<file path="config.mk">
export PLATFORM = sky130hd
export DESIGN_NAME = multi_controller_manager
export DESIGN_NICKNAME = d
export VERILOG_FILES = /design/src/rtl/multi_controller_manager.sv
export SDC_FILE = /design/constraint.sdc
export NUM_CORES = 1
export LEC_CHECK = 0
export BUFFER_PORTS_ARGS = -buffer_cell sky130_fd_sc_hd__buf_4
export CAP_MARGIN = 30
export CORE_ASPECT_RATIO = 2
export CORE_MARGIN = 5
export CORE_UTILIZATION = 45
export DETAILED_ROUTE_END_ITERATION = 8
export PLACE_DENSITY = 0.72
export SKIP_CTS_REPAIR_TIMING = 1
export SYNTH_ARGS = -nofsm -noshare
export SYNTH_HDL_FRONTEND = slang
export SYNTH_SLANG_ARGS = --single-unit
</file>
<file path="constraint.sdc">
create_clock -name fastClock -period 14.8 [get_ports fastClock]
set_input_delay 2.96 -clock fastClock [delete_from_list [all_inputs] [get_ports fastClock]]
set_output_delay 2.96 -clock fastClock [all_outputs]
set_load 0.05 [all_outputs]
</file>
<file path="src/rtl/multi_controller_manager.sv">
// multi_controller_manager: per-player GPIO synchronisation and debouncing,
// ADC-clock analog sampling, MMIO status word packing and a programmable
// per-player rumble/LED pattern engine driven by an MMIO command word.
module multi_controller_manager #(
    parameter int NUM_PLAYERS     = 2,
    parameter int DEBOUNCE_CYCLES = 16,
    parameter int RUMBLE_UNIT     = 2000000,
    parameter int CLK_DIV         = 16
) (
    input  logic                      fastClock,
    input  logic                      resetn,
    input  logic [16*NUM_PLAYERS-1:0] halfgpio,
    input  logic [2*NUM_PLAYERS-1:0]  halfoverflowgpio,
    input  logic [31:0]               mmioCmd,
    input  logic                      mmioCmdValid,
    output logic [32*NUM_PLAYERS-1:0] mmioBoardInput,
    output logic [NUM_PLAYERS-1:0]    ledMotorOut,
    output logic                      slowClock,
    output logic                      sampleStrobe
);

    localparam int DBW  = $clog2(DEBOUNCE_CYCLES + 1);
    localparam int DIVW = (CLK_DIV > 1) ? $clog2(CLK_DIV) : 1;
    localparam int DW   = $clog2(255 * RUMBLE_UNIT + 1);
    localparam logic [DW-1:0]   UNIT_W   = DW'(RUMBLE_UNIT);
    localparam logic [DBW-1:0]  DB_LIMIT = DBW'(DEBOUNCE_CYCLES);
    localparam logic [DIVW-1:0] DIV_LAST = DIVW'(CLK_DIV - 1);

    typedef enum logic [1:0] {
        ST_IDLE = 2'd0,
        ST_ON   = 2'd1,
        ST_OFF  = 2'd2
    } rumbleState_t;

    // Last timer value of a phase: a zero unit count still lasts one unit.
    function automatic logic [DW-1:0] phaseLast(input logic [7:0] units);
        logic [DW-1:0] w_units;
        w_units = (units == 8'd0) ? DW'(1) : DW'(units);
        return w_units * UNIT_W - DW'(1);
    endfunction

    logic [16*NUM_PLAYERS-1:0] r_gpioMeta;
    logic [16*NUM_PLAYERS-1:0] r_gpioSync;
    logic [2*NUM_PLAYERS-1:0]  r_ovfMeta;
    logic [2*NUM_PLAYERS-1:0]  r_ovfSync;

    // Two-flop synchroniser on every GPIO input bit.
    always_ff @(posedge fastClock or negedge resetn) begin
        if (!resetn) begin
            r_gpioMeta <= '0;
            r_gpioSync <= '0;
            r_ovfMeta  <= '0;
            r_ovfSync  <= '0;
        end else begin
            r_gpioMeta <= halfgpio;
            r_gpioSync <= r_gpioMeta;
            r_ovfMeta  <= halfoverflowgpio;
            r_ovfSync  <= r_ovfMeta;
        end
    end

    logic [DIVW-1:0] r_divCnt;
    logic            r_slowClock;
    logic            r_sampleStrobe;
    logic            w_slowRise;

    assign w_slowRise = (r_divCnt == DIV_LAST) && !r_slowClock;

    // ADC clock divider: toggles at terminal count, strobe marks each rise.
    always_ff @(posedge fastClock or negedge resetn) begin
        if (!resetn) begin
            r_divCnt       <= '0;
            r_slowClock    <= 1'b0;
            r_sampleStrobe <= 1'b0;
        end else begin
            if (r_divCnt == DIV_LAST) begin
                r_divCnt    <= '0;
                r_slowClock <= ~r_slowClock;
            end else begin
                r_divCnt <= r_divCnt + DIVW'(1);
            end
            r_sampleStrobe <= w_slowRise;
        end
    end

    assign slowClock    = r_slowClock;
    assign sampleStrobe = r_sampleStrobe;

    logic [7:0] w_cmdIdx;
    logic [3:0] w_cmdCount;
    logic [7:0] w_cmdOn;
    logic [7:0] w_cmdOff;
    logic       w_unusedCmdBits;

    assign w_cmdIdx        = mmioCmd[7:0];
    assign w_cmdCount      = mmioCmd[11:8];
    assign w_cmdOn         = mmioCmd[19:12];
    assign w_cmdOff        = mmioCmd[27:20];
    assign w_unusedCmdBits = ^mmioCmd[31:28];

    for (genvar p = 0; p < NUM_PLAYERS; p++) begin : g_player
        logic [9:0]    w_raw;
        logic [9:0]    w_deb;
        logic [7:0]    r_analog;
        rumbleState_t  r_state;
        rumbleState_t  w_nextState;
        logic [3:0]    r_remaining;
        logic [3:0]    w_nextRemaining;
        logic [DW-1:0] r_timer;
        logic [DW-1:0] w_nextTimer;
        logic [7:0]    r_onUnits;
        logic [7:0]    w_nextOnUnits;
        logic [7:0]    r_offUnits;
        logic [7:0]    w_nextOffUnits;
        logic          r_led;
        logic          r_busy;
        logic          w_ledDrive;
        logic          w_busyDrive;
        logic          w_cmdHit;

        assign w_raw    = {r_ovfSync[2*p +: 2], r_gpioSync[16*p+8 +: 4], r_gpioSync[16*p +: 4]};
        assign w_cmdHit = mmioCmdValid && (w_cmdIdx == 8'(p));

        for (genvar b = 0; b < 10; b++) begin : g_bit
            logic [DBW-1:0] r_cnt;
            logic           r_debBit;

            // Accept a new level only after it has differed for the full debounce window.
            always_ff @(posedge fastClock or negedge resetn) begin
                if (!resetn) begin
                    r_cnt    <= '0;
                    r_debBit <= 1'b0;
                end else if (w_raw[b] == r_debBit) begin
                    r_cnt <= '0;
                end else if (r_cnt == DB_LIMIT) begin
                    r_debBit <= w_raw[b];
                    r_cnt    <= '0;
                end else begin
                    r_cnt <= r_cnt + DBW'(1);
                end
            end

            assign w_deb[b] = r_debBit;
        end

        // Capture the stick nibbles {y, x} on each ADC clock rise.
        always_ff @(posedge fastClock or negedge resetn) begin
            if (!resetn) begin
                r_analog <= '0;
            end else if (w_slowRise) begin
                r_analog <= {r_gpioSync[16*p+12 +: 4], r_gpioSync[16*p+4 +: 4]};
            end
        end

        // Rumble state register plus registered motor and busy outputs.
        always_ff @(posedge fastClock or negedge resetn) begin
            if (!resetn) begin
                r_state     <= ST_IDLE;
                r_remaining <= '0;
                r_timer     <= '0;
                r_onUnits   <= '0;
                r_offUnits  <= '0;
                r_led       <= 1'b0;
                r_busy      <= 1'b0;
            end else begin
                r_state     <= w_nextState;
                r_remaining <= w_nextRemaining;
                r_timer     <= w_nextTimer;
                r_onUnits   <= w_nextOnUnits;
                r_offUnits  <= w_nextOffUnits;
                r_led       <= w_ledDrive;
                r_busy      <= w_busyDrive;
            end
        end

        // Next-state logic: an accepted command always overrides phase sequencing.
        always_comb begin
            w_nextState     = r_state;
            w_nextRemaining = r_remaining;
            w_nextTimer     = r_timer;
            w_nextOnUnits   = r_onUnits;
            w_nextOffUnits  = r_offUnits;
            if (w_cmdHit) begin
                w_nextOnUnits  = w_cmdOn;
                w_nextOffUnits = w_cmdOff;
                if (w_cmdCount == 4'd0) begin
                    w_nextState     = ST_IDLE;
                    w_nextRemaining = '0;
                    w_nextTimer     = '0;
                end else begin
                    w_nextState     = ST_ON;
                    w_nextRemaining = w_cmdCount;
                    w_nextTimer     = phaseLast(w_cmdOn);
                end
            end else begin
                case (r_state)
                    ST_ON: begin
                        if (r_timer == '0) begin
                            w_nextRemaining = r_remaining - 4'd1;
                            if (r_remaining == 4'd1) begin
                                w_nextState = ST_IDLE;
                            end else begin
                                w_nextState = ST_OFF;
                                w_nextTimer = phaseLast(r_offUnits);
                            end
                        end else begin
                            w_nextTimer = r_timer - DW'(1);
                        end
                    end
                    ST_OFF: begin
                        if (r_timer == '0) begin
                            w_nextState = ST_ON;
                            w_nextTimer = phaseLast(r_onUnits);
                        end else begin
                            w_nextTimer = r_timer - DW'(1);
                        end
                    end
                    default: begin
                        w_nextState = ST_IDLE;
                    end
                endcase
            end
        end

        // Output decode from the current state, registered one cycle later.
        always_comb begin
            w_ledDrive  = (r_state == ST_ON);
            w_busyDrive = (r_state != ST_IDLE);
        end

        assign ledMotorOut[p] = r_led;
        assign mmioBoardInput[32*p +: 32] = {5'b0, r_busy, w_deb[9:8], w_deb[7:4], w_deb[3:0],
                                             r_analog[7:4], 4'b0, r_analog[3:0], 4'b0};
    end

endmodule
</file>
==> impl_metrics.toml, run 1 <==
[min_path]
min_path_cells = 0
holdCritStartpoint = "r_gpioMeta[12]"
holdPathEnd = "r_gpioSync[12]"
min_path_type = "register to register"

[drt]
ant_nets = 0
routed_wl_um = 66500
vias_per_cell = 5.52
drt_iter0_markers = 1175
firstDrtPassIters = 5
drt_drc_violations_left = 0
post_drt_wl_per_cell_um = 18.0
via_count = 20400

[power_and_ir_drop]
ir_worst_vdd_mv = 0.137
power.density_nw_per_um2 = 146
total_power_w = 0.00413
power.leakage_nw = 13.4

[cts]
cts.sinks = 320
path_clk_slew_ns = 0.07
cts_tree = "done"
cts_root_buf = "clkbuf_16"
htree_levels = 1
clk_path_buf_depth = 3
insertion_delay_ns = 0.61
cts_buffers = 30

[synthesis]
synth.avg_cell_area_um2 = 9.02
seq_area_frac_synth_pct = 31.1
synth-seq-cells = 320
synthArstFlopShare_pct = 100
synth_area_um2 = 25800
synth_edf_count = 0
syn_inst = 2855
yosysUniqueCellTypes = 90
ys_warn_count = 0
synth_flop_cell = "dfrtp_1"

[placed_design]
post-dp-hpwl_um = 53000
place_congestion = 0.970
dp.cells = 3636
port_buffers = 108

[sta]
hold_viol = 0
drv_slew = 0
setup_viol = 0
worst_pin_slew_ns = 0.979
hold_ws_ns = 0.347
finalCritPeriodShare_pct = 60.4
slew_headroom_pct = 34.2
period_needed_ns = 8.94
fmax_ghz = 0.112
fin_setup_tns_ns = 0
rsz0062_at_grt = "no"
finClkSkew_ns = 0.0282

[worst_setup_path]
path_buf_inv = 5
cp_common_cell = "ha_1"
crit_required_ns = 15.33
reg2regPathDepth = 24
crit_type = "input port to register"
critPathMaxStageDelay_ns = 0.55
crit_path_end_kind = "register"
cp_top_family = "adder cells"
arrival_ns = 9.47
cp_slowest_cell = "nor4bb_1"
path_max_fanout = 9
r2r_setup_slack_ns = 7.85
r2r-end = "g_player[1].r_timer[28]"
start_kind = "input port"
r2r_start = "g_player[1].r_offUnits[6]"
crit_chain = "buf_4 -> inv_1 -> ha_1 -> nor4bb_1 -> buf_2 -> a21oi_1 -> ha_1 -> ha_1 -> fa_1 -> inv_1 -> fa_1 -> inv_1 -> ha_1 -> a21oi_1 -> o21ai_0 -> a41oi_1 -> xnor2_1 -> or3_1 -> or4_1 -> nor4b_2 -> xnor2_1 -> or3_1 -> o211ai_1"

[floorplan]
rows = 124
dieArea_um2 = 62400
die_h_um = 348
core_area_um2 = 56900
fp.dieW_um = 179
initial_core_util_pct = 45.2
io_pins = 139

[layout]
fin_nets = 3386
syn_to_final_growth_pct = 9.49
layout.cells.non_filler = 3693
nFillCells = 5373
layout_common_cells = "323 x ha_1, 320 x dfrtp_1, 273 x inv_1"
drive_gt1_share_pct = 8.31
mostFrequentLayoutCell = "ha_1"

[outcome]
outcome = "completed"

[grt]
grt_pass1_wl_um = 107000
grt_pass1_vias = 21500
overflow = 0
grt_max_degree = 110
antenna_found_initial = 1
gr-usage-all-layers_pct = 21.3

[run]
drv_cap = 0
-- metrics by stage --
step | instance area [um2] | utilization [%] | worst slack, ns
6_report | 28200 | 49.5 | 5.86
5_1_grt | 28200 | 49.5 | 5.43
2_1_floorplan | 25800 | - | 6.27
3_5_place_dp | 27100 | 47.6 | 5.26
3_3_place_gp | 27100 | 47.6 | 4.87
4_1_cts | 28200 | 49.5 | 5.91
-- layer usage --
layer / GRT usage, % / share of wire, % / vias to the layer above / wire (um)
met5: 0 / 0 / - / 0
met4: 17.8 / 10 / 0 / 6970
met1: 20.0 / 33 / 9765 / 21800
met2: 40.1 / 53 / 577 / 35000
met3: 2.31 / 4.2 / 272 / 2810
li1: - / - / 9785 / -
-- final cells by class --
| class | instances | area, um2 | area share, % |
|---|---|---|---|
| Tap cell | 756 | 946 | 3.35 |
| Clock buffer | 40 | 848 | 3.01 |
| Antenna cell | 1 | 2.50 | 0.00888 |
| Sequential cell | 320 | 8010 | 28.4 |
| Inverter | 274 | 1030 | 3.65 |
| Multi-Input combinational cell | 2156 | 16200 | 57.3 |
| Clock inverter | 16 | 214 | 0.759 |
| Timing Repair Buffer | 130 | 993 | 3.52 |
-- kinds of logic (layout without fill, tap and decap cells) --
logic type,count (synthesis),after routing,share of synthesized area [%]
adder cells (fa/ha/maj),403,403,21.9
other,1,27,0.0146
flip-flops,320,320,31.1
XOR/XNOR,278,278,9.51
buffers and inverters,404,460,6.65
AND/OR/NAND/NOR,930,930,17.5
multiplexers,33,33,1.40
AO/OA/AOI/OAI,486,486,12.0
-- state kept, by name, indices dropped and copies added, names as in the netlist --
name                     count
r_gpioMeta                  32
r_gpioSync                  32
slowClock                    1
r_divCnt                     4
r_ovfSync                    4
sampleStrobe                 1
g_player.r_timer            58
g_player.r_onUnits          16
g_player.r_offUnits         16
g_player.r_analog           16
g_player.g_bit.r_cnt       100
g_player.r_remaining         8
g_player.g_bit.r_debBit     20
g_player.r_busy              2
r_ovfMeta                    4
g_player.r_led               2
g_player.r_state             4
-- report_power, final --
part           switching, W  leakage [nW]  internal, W
sequential        0.0000796          3.97     0.000945
combinational       0.00146          8.92     0.000805
clock              0.000364         0.520     0.000476
total               0.00190          13.4      0.00223
-- worst max path at each step --
stage / start / endpoint / slack (ns) / cells past startpoint
floorplan: mmioCmd[18] / g_player[1].r_timer[27] / 6.27 / 27
global route: mmioCmd[18] / g_player[0].r_timer[28] / 5.43 / 26
detailed placement: mmioCmd[18] / g_player[0].r_timer[28] / 5.26 / 23
CTS: mmioCmd[18] / g_player[1].r_timer[28] / 5.91 / 23
global placement: mmioCmd[18] / g_player[0].r_timer[28] / 4.87 / 22
finish: mmioCmd[18] / g_player[1].r_timer[28] / 5.86 / 23
-- Yosys cell counts (all sizes together) (7+ instances only) --
cell / n / area (um2)
o211ai: 18 / 135
o21ai: 131 / 656
ha: 323 / 4040
clkbuf: 69 / 259
or4: 9 / 67.6
nor3: 88 / 457
xor2: 138 / 1210
nor4b: 11 / 115
o21bai: 7 / 52.6
nand3: 94 / 475
o22ai: 9 / 56.3
mux2: 24 / 270
o31ai: 24 / 180
a211oi: 20 / 150
or3: 23 / 154
nor2: 255 / 957
nand2: 262 / 986
dfrtp: 320 / 8010
a21o: 20 / 150
or2: 15 / 93.8
nand4: 9 / 56.3
and3: 13 / 83.8
fa: 80 / 1600
a21boi: 8 / 60.1
a21oi: 131 / 659
a221oi: 11 / 96.3
xnor2: 139 / 1220
buf: 61 / 424
o21a: 14 / 105
a31oi: 21 / 131
o221ai: 10 / 87.6
and2: 54 / 338
mux2i: 9 / 90.1
nand2b: 18 / 113
nor2b: 11 / 68.8
nor4: 34 / 213
inv: 273 / 1020
No activity file was read; power rests on OpenSTA's default activity.
==> run 2: changes to the inputs <==
Settings changed: PLACE_DENSITY 0.72 to 0.74.
Clock period 14.8 ns to 7.6 ns, I/O delays scaled along.
==> run 2 against run 1 <==
Against the previous run: wire length is 0.91% lower; clock skew is 0.016 ns lower; global-route usage decreased by 0.19 points; clock power increased by 93%; combinational power up 96%; die area unchanged; cell area grew 0.50%; register-to-register slack worse by 7.0 ns; setup slack got worse by 5.1 ns; critical path depth up 3; flip-flop and latch count unchanged; first-iteration DRC count shrank 1.4%; largest cell class unchanged; largest power group unchanged.
==> impl_metrics.toml, run 2 (same netlist as run 1, synthesis figures left out) <==
[outcome]
outcome = "completed"

[worst_setup_path]
arrival_ns = 7.29
crit_type = "input port to register"
reg2regPathDepth = 25
path_max_fanout = 5
start_kind = "input port"
crit_required_ns = 8.09
r2r_setup_slack_ns = 0.83
r2r-end = "g_player[0].r_timer[27]"
r2r_start = "g_player[0].r_offUnits[6]"
crit_path_end_kind = "register"

[sta]
finalCritPeriodShare_pct = 89.5
fin_setup_tns_ns = 0
slew_headroom_pct = 36.4
rsz0062_at_grt = "no"
drv_slew = 0
setup_viol = 0
finClkSkew_ns = 0.0125
hold_viol = 0
period_needed_ns = 6.80
worst_pin_slew_ns = 0.952
fmax_ghz = 0.147

[min_path]
holdCritStartpoint = "r_gpioMeta[12]"
min_path_type = "register to register"
holdPathEnd = "r_gpioSync[12]"
min_path_cells = 0

[floorplan]
fp.dieW_um = 179
rows = 124
initial_core_util_pct = 45.2
io_pins = 139
core_area_um2 = 56900
die_h_um = 348
dieArea_um2 = 62400

[drt]
firstDrtPassIters = 6
vias_per_cell = 5.50
drt_iter0_markers = 1159
ant_nets = 0
drt_drc_violations_left = 0
post_drt_wl_per_cell_um = 17.7
routed_wl_um = 65900
via_count = 20400

[cts]
cts_tree = "done"
cts_root_buf = "clkbuf_16"
clk_path_buf_depth = 3
path_clk_slew_ns = 0.07
cts_buffers = 31
htree_levels = 1
cts.sinks = 320
insertion_delay_ns = 0.60

[grt]
grt_pass1_wl_um = 106000
overflow = 0
antenna_found_initial = 1
grt_pass1_vias = 21300
gr-usage-all-layers_pct = 21.1
grt_max_degree = 148

[placed_design]
place_congestion = 0.984
post-dp-hpwl_um = 52600
port_buffers = 108

[layout]
drive_gt1_share_pct = 9.00
largest_reg_flops = 100
fin_nets = 3405
layout_common_cells = "323 x ha_1, 320 x dfrtp_1, 273 x inv_1"
mostFrequentLayoutCell = "ha_1"
largestRegisters = "g_player.g_bit.r_cnt x100, g_player.r_timer x58"
top_register = "g_player.g_bit.r_cnt"
nFillCells = 5252
syn_to_final_growth_pct = 10.0

[power_and_ir_drop]
power.leakage_nw = 13.5
ir_worst_vdd_mv = 0.187
power.density_nw_per_um2 = 284
total_power_w = 0.00804

[run]
drv_cap = 0
==> run 2: metrics by stage <==
| stage | instance area [um2] | instances | setup slack (ns) | utilization, % | hold slack [ns] |
|---|---|---|---|---|---|
| after floorplan | 25800 | 2880 | 0.512 | - | 0.331 |
| after global placement | 27200 | 3652 | 0.345 | 47.8 | 0.332 |
| after detailed placement | 27300 | 3653 | 0.225 | 47.9 | 0.335 |
| after CTS | 28300 | 3711 | 0.784 | 49.7 | 0.350 |
| after global routing | 28300 | 3713 | 0.256 | 49.8 | 0.353 |
| final | 28300 | 3713 | 0.799 | 49.8 | 0.347 |
==> run 2: layout make-up <==
type,instances,area (um2),share of cell area [%]
antenna,1,2.50,0.00883
clock buffer,35,811,2.86
clock inverter,23,264,0.932
inverter,274,1030,3.63
multi-input combinational,2156,16100,57.0
sequential,320,8010,28.3
tap,756,946,3.34
timing repair buffer,148,1130,3.99
==> run 2: where the power goes <==
group / total [W] / switching [W] / internal (W) / leakage, nW
registers: 0.00199 / 0.000151 / 0.00184 / 3.97
clock network: 0.00162 / 0.000729 / 0.000890 / 0.526
logic: 0.00443 / 0.00281 / 0.00162 / 9.01
==> run 2: worst max-delay path, cell delays in order <==
cell and delay [ns]:
buf_4 0.14, inv_1 0.07, ha_1 0.13, nor4bb_1 0.33, nand2_1 0.09, nand2_1 0.10
nor2_1 0.04, a21oi_1 0.20, inv_1 0.07, ha_1 0.33, ha_1 0.33, fa_1 0.51
inv_1 0.06, fa_1 0.53, inv_1 0.04, ha_1 0.32, a21oi_1 0.12, o21ai_0 0.13
a41oi_1 0.28, xnor2_1 0.14, or3_1 0.34, or4_1 0.53, nor4b_2 0.26, xnor2_1 0.31
o221ai_1 0.18, a31o_1 0.21
==> run 2: worst max path at each step <==
stage / from / endpoint / slack [ns] / cells past startpoint
global placement: mmioCmd[18] / g_player[0].r_timer[28] / 0.34 / 26
CTS: g_player[1].r_offUnits[6] / g_player[1].r_timer[28] / 0.78 / 24
floorplan: mmioCmd[18] / g_player[1].r_timer[27] / 0.51 / 27
global route: mmioCmd[18] / g_player[0].r_timer[28] / 0.26 / 26
detailed placement: mmioCmd[18] / g_player[0].r_timer[28] / 0.22 / 26
finish: mmioCmd[18] / g_player[0].r_timer[28] / 0.80 / 26
==> run 2: routing by layer <==
metal	vias to the layer above	part of all wire, %	GRT usage [%]
met3	263	4.0	2.31
met5	-	0	0
met4	0	10	17.7
met2	550	52	39.7
li1	9837	-	-
met1	9779	33	19.8
==> run 3: changes to the inputs <==
Settings changed: SLEW_MARGIN set to 20.
Clock period 7.6 ns to 5.8 ns, I/O delays scaled along.
==> run 3 against run 2 <==
Against the previous run: the run now ends with setup timing left; count of clock-buffer cells in the layout stayed put; via count is 6.8% higher; sequential share of layout area is 2.7 points lower; setup slack worse by 0.90 ns; critical path type unchanged.
==> impl_metrics.toml, run 3 (same netlist as run 1, synthesis figures left out) <==
[outcome]
outcome = "finished with violations"
violations = "setup timing"

[grt]
overflow = 0
grt_pass1_wl_um = 115000
grt_max_degree = 126
gr-usage-all-layers_pct = 23.1
antenna_found_initial = 0
grt_pass1_vias = 23000

[floorplan]
dieArea_um2 = 62400
rows = 124
initial_core_util_pct = 45.2
core_area_um2 = 56900
fp.dieW_um = 179
die_h_um = 348
io_pins = 139

[sta]
fmax_ghz = 0.170
period_needed_ns = 5.90
fin_setup_tns_ns = -0.117
hold_ws_ns = 0.346
rsz0062_at_grt = "yes"
drv_slew = 0
finalCritPeriodShare_pct = 102
slew_headroom_pct = 35.0
worst_slack_ns = -0.0992
hold_viol = 0
finClkSkew_ns = 0.0233
worst_pin_slew_ns = 0.968
setup_viol = 3

[drt]
via_count = 21800
ant_nets = 0
post_drt_wl_per_cell_um = 18.4
firstDrtPassIters = 5
drt_iter0_markers = 1036
drt_drc_violations_left = 0
routed_wl_um = 73400
vias_per_cell = 5.47

[worst_setup_path]
crit_required_ns = 6.31
arrival_ns = 6.41
r2r-end = "g_player[1].r_timer[28]"
path_max_fanout = 5
crit_type = "input port to register"
crit_path_end_kind = "register"
start_kind = "input port"
r2r_start = "g_player[1].r_onUnits[2]"
r2r_setup_slack_ns = -0.01
reg2regPathDepth = 24

[power_and_ir_drop]
power.density_nw_per_um2 = 416
switchingPower_w = 0.00554
ir_worst_vdd_mv = 0.332
power.leakage_nw = 15.0
internal_power_w = 0.00746
clockPowerShare_pct = 16.8
p_sw_share_pct = 42.6
p_seq_share_pct = 20.0
pwr-share-comb_pct = 63.3

[layout]
nFillCells = 5015
mostFrequentLayoutCell = "buf_4"
regArea_um2 = 8010
largestRegisters = "g_player.g_bit.r_cnt x100, g_player.r_timer x58"
syn_to_final_growth_pct = 21.4
layout_common_cells = "418 x buf_4, 320 x dfrtp_1, 301 x ha_1"
top_register = "g_player.g_bit.r_cnt"
multi_input_area_um2 = 16900
fin_nets = 3683
layout.cells.non_filler = 3986
num_antenna_cells = 0
drive_gt1_share_pct = 20.4
largest_reg_flops = 100

[cts]
cts.sinks = 320
path_clk_slew_ns = 0.07
htree_levels = 1
cts_root_buf = "clkbuf_16"
insertion_delay_ns = 0.61
clk_path_buf_depth = 3
cts_tree = "done"
cts_buffers = 31

[min_path]
min_path_cells = 0
min_path_type = "register to register"
holdCritStartpoint = "r_gpioMeta[30]"
holdPathEnd = "r_gpioSync[30]"

[placed_design]
place_congestion = 1.03
port_buffers = 108
post-dp-hpwl_um = 58100
dp.cells = 3917

[run]
drv_cap = 0
-- run 3: power groups by stage --
stage,clock [W],combinational [W],sequential (W)
2_1_floorplan,0,0.00401,0.00261
3_3_place_gp,0,0.00722,0.00262
3_5_place_dp,0,0.00731,0.00263
4_1_cts,0.00224,0.00736,0.00259
5_1_grt,0.00231,0.00883,0.00262
6_report,0.00218,0.00822,0.00260
-- run 3: worst max path at each step --
stage / from / end / slack, ns / depth (start not counted)
after floorplan: mmioCmd[18] / g_player[1].r_timer[28] / -0.55 / 27
after global placement: mmioCmd[14] / g_player[0].r_timer[28] / -0.80 / 27
after detailed placement: mmioCmd[14] / g_player[0].r_timer[28] / -0.89 / 28
after CTS: g_player[1].r_onUnits[7] / g_player[1].r_timer[28] / -0.37 / 25
after global routing: mmioCmd[18] / g_player[1].r_timer[28] / -0.26 / 28
final: mmioCmd[18] / g_player[1].r_timer[28] / -0.1 / 28
-- run 3: per-layer routing --
metal  wire (um)  global-route usage, %
met4        7040                   18.5
met5           0                      0
met3        2960                   2.58
met2       40300                   45.3
met1       23100                   20.2
-- run 3: area by class of cell --
type / count / share of cell area (%)
Clock buffer: 35 / 2.66
Clock inverter: 19 / 0.836
Inverter: 274 / 3.32
Multi-Input combinational cell: 2156 / 54.2
Sequential cell: 320 / 25.6
Tap cell: 756 / 3.02
Timing Repair Buffer: 426 / 10.4
-- run 3: stage by stage --
stage                     area [um2]  utilization, %  total power, W  worst slack, ns
after floorplan                26000               -         0.00662           -0.552
after global placement         29400            51.6         0.00984           -0.803
after detailed placement       29400            51.6         0.00993           -0.888
after CTS                      30500            53.5          0.0122           -0.367
after global routing           31300            54.9          0.0138           -0.262
final                          31300            54.9          0.0130          -0.0992
-- run 3: critical path, stage by stage --
cell,delay [ns]
buf_6,0.10
clkinvlp_4,0.07
ha_4,0.12
nor4bb_4,0.26
buf_4,0.16
nand2_2,0.05
nand2_2,0.08
nor2_2,0.04
a21oi_2,0.15
inv_2,0.06
ha_4,0.26
ha_4,0.26
inv_2,0.03
fa_1,0.45
fa_1,0.51
inv_2,0.05
ha_4,0.23
a21oi_2,0.15
o21ai_2,0.08
buf_4,0.13
or3_4,0.33
o2bb2ai_4,0.14
xnor2_2,0.08
or4_4,0.54
nor4b_4,0.32
xnor2_2,0.12
or3_1,0.37
o211ai_1,0.12
